File: src/rtl/axis_sa_pkg.sv
// Shared constants, lane types and the saturation helper for the
// systolic-array requantiser.
package axis_sa_pkg;

    localparam int R_DEF  = 4;
    localparam int WY_DEF = 16;
    localparam int WO_DEF = 8;
    localparam int P_DEF  = 2;
    localparam int WS_DEF = 4;

    typedef logic signed [WY_DEF-1:0] lane_in_t;
    typedef logic signed [WO_DEF-1:0] lane_out_t;

    // Clamp a signed value into the signed range of a wo-bit result.
    // Values wider than 32 bits are not expected here (WY+1 <= 32).
    function automatic logic signed [31:0] sat(input logic signed [31:0] v, input int wo);
        logic signed [31:0] hi;
        logic signed [31:0] lo;
        hi = (32'sd1 <<< (wo - 1)) - 32'sd1;
        lo = -(32'sd1 <<< (wo - 1));
        if (v > hi)      sat = hi;
        else if (v < lo) sat = lo;
        else             sat = v;
    endfunction

endpackage

File: src/rtl/axis_sa_requant_lane.sv
// One requantisation lane: arithmetic right shift in WY+1 bits, optional
// round-half-up, then saturation to WO bits. Purely combinational.
// Build option: AXIS_SA_REQUANT_ROUND_EN enables rounding; otherwise the
// shift truncates toward minus infinity.
module requant_lane
    import axis_sa_pkg::*;
#(
    parameter int WY = WY_DEF,
    parameter int WO = WO_DEF,
    parameter int WS = WS_DEF
) (
    input  logic [WY-1:0] x_i,
    input  logic [WS-1:0] shift_i,
    output logic [WO-1:0] y_o
);

    localparam int W1 = WY + 1;

    logic signed [W1-1:0] ext;
    logic signed [W1-1:0] rnd;
    logic signed [W1-1:0] sh;

    // Sign-extend by one bit so the rounding add can never wrap, then shift and saturate.
    always_comb begin
        ext = {x_i[WY-1], x_i};
        rnd = '0;
`ifdef AXIS_SA_REQUANT_ROUND_EN
        if (shift_i != '0) rnd = W1'(1) <<< (shift_i - WS'(1));
`else
        rnd = '0;
`endif
        sh  = (ext + rnd) >>> shift_i;
        y_o = WO'(sat(32'(sh), WO));
    end

endmodule

File: src/rtl/axis_sa_requant.sv
// AXI-Stream requantiser for systolic-array result columns. Each accepted
// R-lane beat is held and emitted as R/P consecutive P-lane slices, each lane
// shifted right by a per-packet shift and saturated to WO bits.
// Build option: AXIS_SA_REQUANT_ROUND_EN (see requant_lane) selects
// round-half-up instead of truncation.
module axis_sa_requant
    import axis_sa_pkg::*;
#(
    parameter int R  = R_DEF,
    parameter int WY = WY_DEF,
    parameter int WO = WO_DEF,
    parameter int P  = P_DEF,
    parameter int WS = WS_DEF
) (
    input  logic                 clk,
    input  logic                 rstn,
    input  logic                 s_valid,
    output logic                 s_ready,
    input  logic                 s_last,
    input  logic [R-1:0][WY-1:0] s_data,
    input  logic [WS-1:0]        shift_amt,
    output logic                 m_valid,
    input  logic                 m_ready,
    output logic                 m_last,
    output logic [P-1:0][WO-1:0] m_data
);

    localparam int NS = R / P;
    localparam int IW = (NS > 1) ? $clog2(NS) : 1;

    logic [R-1:0][WY-1:0] hold_q, hold_d;
    logic                 last_q, last_d;
    logic                 held_q, held_d;
    logic [IW-1:0]        idx_q, idx_d;
    logic                 first_q, first_d;
    logic [WS-1:0]        shift_q, shift_d;

    logic                 last_slice;
    logic                 accept;
    logic                 m_fire;
    logic [P-1:0][WY-1:0] slice;

    assign last_slice = (idx_q == IW'(NS - 1));
    // Ready when empty, or when the final slice leaves this cycle: back-to-back beats reload without a bubble.
    assign s_ready    = !held_q || (m_ready && last_slice);
    assign accept     = s_valid && s_ready;
    assign m_fire     = held_q && m_ready;
    assign m_valid    = held_q;
    assign m_last     = held_q && last_q && last_slice;

    // Next-state: slice advance on output handshake, reload on input handshake.
    always_comb begin
        hold_d  = hold_q;
        last_d  = last_q;
        held_d  = held_q;
        idx_d   = idx_q;
        first_d = first_q;
        shift_d = shift_q;
        if (m_fire) begin
            if (last_slice) begin
                held_d = 1'b0;
                idx_d  = '0;
            end else begin
                idx_d  = idx_q + IW'(1);
            end
        end
        if (accept) begin
            hold_d  = s_data;
            last_d  = s_last;
            held_d  = 1'b1;
            idx_d   = '0;
            first_d = s_last;
            // Shift is only sampled on a packet's first beat; oversize values clamp to WY-1.
            if (first_q) begin
                if (int'(shift_amt) >= WY) shift_d = WS'(WY - 1);
                else                       shift_d = shift_amt;
            end
        end
    end

    // State registers; reset drops any held beat so nothing stale is emitted.
    always_ff @(posedge clk or negedge rstn) begin
        if (!rstn) begin
            hold_q  <= '0;
            last_q  <= 1'b0;
            held_q  <= 1'b0;
            idx_q   <= '0;
            first_q <= 1'b1;
            shift_q <= '0;
        end else begin
            hold_q  <= hold_d;
            last_q  <= last_d;
            held_q  <= held_d;
            idx_q   <= idx_d;
            first_q <= first_d;
            shift_q <= shift_d;
        end
    end

    // Select lanes idx*P .. idx*P+P-1 of the held beat for the current slice.
    always_comb begin
        slice = '0;
        for (int s = 0; s < NS; s++) begin
            if (idx_q == IW'(s)) begin
                for (int p = 0; p < P; p++) slice[p] = hold_q[s*P + p];
            end
        end
    end

    for (genvar p = 0; p < P; p++) begin : g_lane
        requant_lane #(.WY(WY), .WO(WO), .WS(WS)) u_lane (
            .x_i     (slice[p]),
            .shift_i (shift_q),
            .y_o     (m_data[p])
        );
    end

endmodule

File: config.mk
export PLATFORM = sky130hd
export DESIGN_NAME = axis_sa_requant
export DESIGN_NICKNAME = d
export VERILOG_FILES = /design/src/rtl/axis_sa_pkg.sv /design/src/rtl/axis_sa_requant_lane.sv /design/src/rtl/axis_sa_requant.sv
export SDC_FILE = /design/constraint.sdc
export NUM_CORES = 1
export LEC_CHECK = 0
export CORE_MARGIN = 2
export CORE_UTILIZATION = 50
export DETAILED_ROUTE_END_ITERATION = 10
export PLACE_DENSITY = 0.76
export SLEW_MARGIN = 20
export SYNTH_ARGS = -nofsm -noshare
export SYNTH_HDL_FRONTEND = slang
export SYNTH_SLANG_ARGS = --single-unit
File: constraint.sdc
create_clock -name clk -period 4.7 [get_ports clk]
set_input_delay 0.705 -clock clk [delete_from_list [all_inputs] [get_ports clk]]
set_output_delay 0.705 -clock clk [all_outputs]
set_load 0.05 [all_outputs]
==> results by group <==
Status
  – Status: finished, final reports clean

Timing
  – Period minus WS final: 4.259 ns
  – Final Cycle Share: 0.9061
  – Worst-Margin Slew: 0.8216 ns
  – TNS Setup: 0 ns
  – Slew HR: 0.4522
  – Final-report max-slew violation count: 0
  – Endpoints failing hold: 0
  – RSZ-0062 raised after global routing: no
  – # setup viols final: 0
  – Clock skew: 0.006180 ns
  – Hold slack final: 0.4490 ns
  – Maximum operating frequency: 234.8 MHz

CTS
  – CTS Hold Buffers Added: 0
  – Clock insertion delay at the later pin of the skew report: 0.34 ns
  – CTS tree: done
  – Post CTS Setup Buffer Count: 0
  – Reg clk slew, reported paths: 0.08 ns
  – CTS HTree Levels: 3
  – Root Buffer Master: clkbuf_8
  – Resize count post-CTS: 0
  – Clock sink count: 72
  – Clk buf depth: 2
  – CTS Buf Count: 9

Placed design
  – Port bufs: 91
  – Gpl congestion: 0.9013
  – DPL Wire Length: 8.866 mm

Drt
  – Total number of vias: 4123
  – Via/cell ratio: 5.726
  – Iter 0 DRT Violations: 296
  – DRC viols: 0
  – Routed len/inst: 16.86 um
  – Detailed Routing Iterations Pass 1: 5
  – DRT Wirelength: 12.14 mm
  – Post-DRT Antenna Nets: 0

Floorplanning
  – Die area: 10590 sq um
  – Die height: 102.9 um
  – Ports: 92
  – Num rows: 36
  – Die Wd: 102.9 um
  – Initial standard-cell utilization of the core: 0.5077
  – Core area: 9639 sq um

Synthesis
  – Gate Count Post-Synth: 506
  – Post-Synth Simple-Gate Area: 0.1982
  – Mapped Area: 4893 sq um
  – Syn_nets: 579
  – EDFF count, synth: 0
  – Post-Synth Adder-Cell Area: 0
  – Seq/Total Area, Yosys: 0.3684
  – Compound-cell area share of the yosys netlist: 0.07415
  – Async S/R FF share, synth: 1.000
  – Post-synthesis mux area share: 0.3109
  – Ys flop type: dfrtp_1
  – Avg Inst Size Synth: 9.671 sq um
  – Synthesized flop and latch total: 72
  – Number of library cell types mapped by synthesis: 45
  – Largest family of logic cells by synthesized area: multiplexers
  – Ys Warns: 0
  – XOR/XNOR Fraction of Synth Area: 0

Critical path
  – CP Capture Type: output port
  – Reg-to-reg endpoint: shift_q[1]
  – R2R cell count: 6
  – CP Class: reg -> out
  – Worst reg2reg startpoint: idx_q
  – R2r setup slk: 2.41 ns
  – CP required: 3.99 ns
  – CP max FO: 18
  – Worst Path Arrival: 3.55 ns
  – CP startpoint kind: flip-flop

Flow run
  – Max-cap viol count: 0

Cells and area
  – Final nets: 655
  – Most frequent cells in the layout: nand2_1 (217), clkdlybuf4s50_1 (83), dfrtp_1 (69)
  – Filler cell count: 810
  – Layout cells sized above 1: 0.1601
  – Most common cell after layout, fill and taps aside: nand2_1
  – Antenna cells: 0
  – Area growth syn-to-layout: 22.73%

Global route
  – GRT Total Usage: 0.2419
  – Grt met2 use: 0.3571
  – Vias in the first global route: 3991
  – Initial antenna violation count: 0
  – Total gr overflow: 0
  – Met1 usage: 0.3705
  – First-pass GRT wire length: 19.79 mm
  – Grt met3 use: 0.04271
  – Grt peak-use layer: met1
  – Largest net degree at the start of global routing: 67

Worst hold path
  – Hold Path Class: in -> async
-- cells in the mapped netlist, types with 3 or more instances --
| library cell | instances | area share |
|---|---|---|
| buf_6 | 5 | 0.012 |
| mux2i_1 | 31 | 0.063 |
| mux2_2 | 13 | 0.030 |
| buf_2 | 14 | 0.014 |
| nand3_1 | 3 | 0.0031 |
| and3_1 | 3 | 0.0038 |
| nand2_1 | 218 | 0.17 |
| mux4_2 | 37 | 0.17 |
| o21ai_1 | 10 | 0.010 |
| inv_1 | 5 | 0.0038 |
| clkbuf_1 | 13 | 0.010 |
| nor2_1 | 13 | 0.010 |
| o21ai_0 | 3 | 0.0031 |
| mux4_1 | 6 | 0.032 |
| a21oi_1 | 12 | 0.012 |
| buf_4 | 3 | 0.0046 |
| nand2b_1 | 3 | 0.0038 |
| dfrtp_1 | 71 | 0.36 |
| a31oi_1 | 4 | 0.0051 |
| o211ai_1 | 5 | 0.0077 |
| o22ai_1 | 5 | 0.0064 |
-- how the worst max path moves through the flow --
| stage | start | to | slack, ns |
|---|---|---|---|
| 6_report | shift_q[1] | m_data[9] | 0.44 |
| 5_1_grt | shift_q[0] | m_data[0] | 0.23 |
| 3_3_place_gp | shift_q[0] | m_data[2] | 0.90 |
| 2_1_floorplan | idx_q | m_data[6] | 1.28 |
| 3_5_place_dp | shift_q[0] | m_data[1] | 0.81 |
| 4_1_cts | shift_q[0] | m_data[1] | 0.41 |
-- layout make-up --
type | instances | area (sq um) | share of cell area
clock buffers | 13 | 158.9 | 0.02646
clock inverters | 3 | 17.52 | 0.002917
inverters | 5 | 18.77 | 0.003125
multi-input cells | 393 | 2863 | 0.4767
flip-flops and latches | 72 | 1805 | 0.3006
well taps | 133 | 166.4 | 0.02771
repair buffers | 101 | 975.9 | 0.1625
-- logic make-up after synthesis --
kind of cell | after synthesis
and+or+nand+nor | 247
DFF | 72
buffers and inverters | 41
muxes | 92
AOI/OAI and AO/OA | 54
-- state kept, by name, summed over array words and instances (netlist names) --
name / cells
hold_q: 64
shift_q: 4
first_q: 1
idx_q: 1
last_q: 1
m_valid: 1
-- critical path: stages (launching register included) --
cell,delay [ns]
dfrtp_1,0.74
buf_4,0.36
mux4_2,0.54
mux2i_2,0.27
nand3_1,0.14
a2111oi_1,0.55
a311oi_1,0.17
a211o_1,0.26
buf_4,0.19
-- through the flow --
step	util	cell area, sq um	setup WS (ns)	instances
2_1_floorplan	-	4893	1.279	506
3_3_place_gp	0.6042	5824	0.9038	704
3_5_place_dp	0.6042	5824	0.8090	704
4_1_cts	0.6225	6001	0.4128	720
5_1_grt	0.6231	6006	0.2347	720
6_report	0.6231	6006	0.4413	720
-- layer usage --
metal  vias up  part of all wire
met5         -                 0
met4         0             0.016
met3        17             0.068
met2       187              0.45
met1      1984              0.46
li1       1935                 -
Power is not shown: default switching activity piles up to over one toggle a cycle in this logic, so the estimate is an artifact.
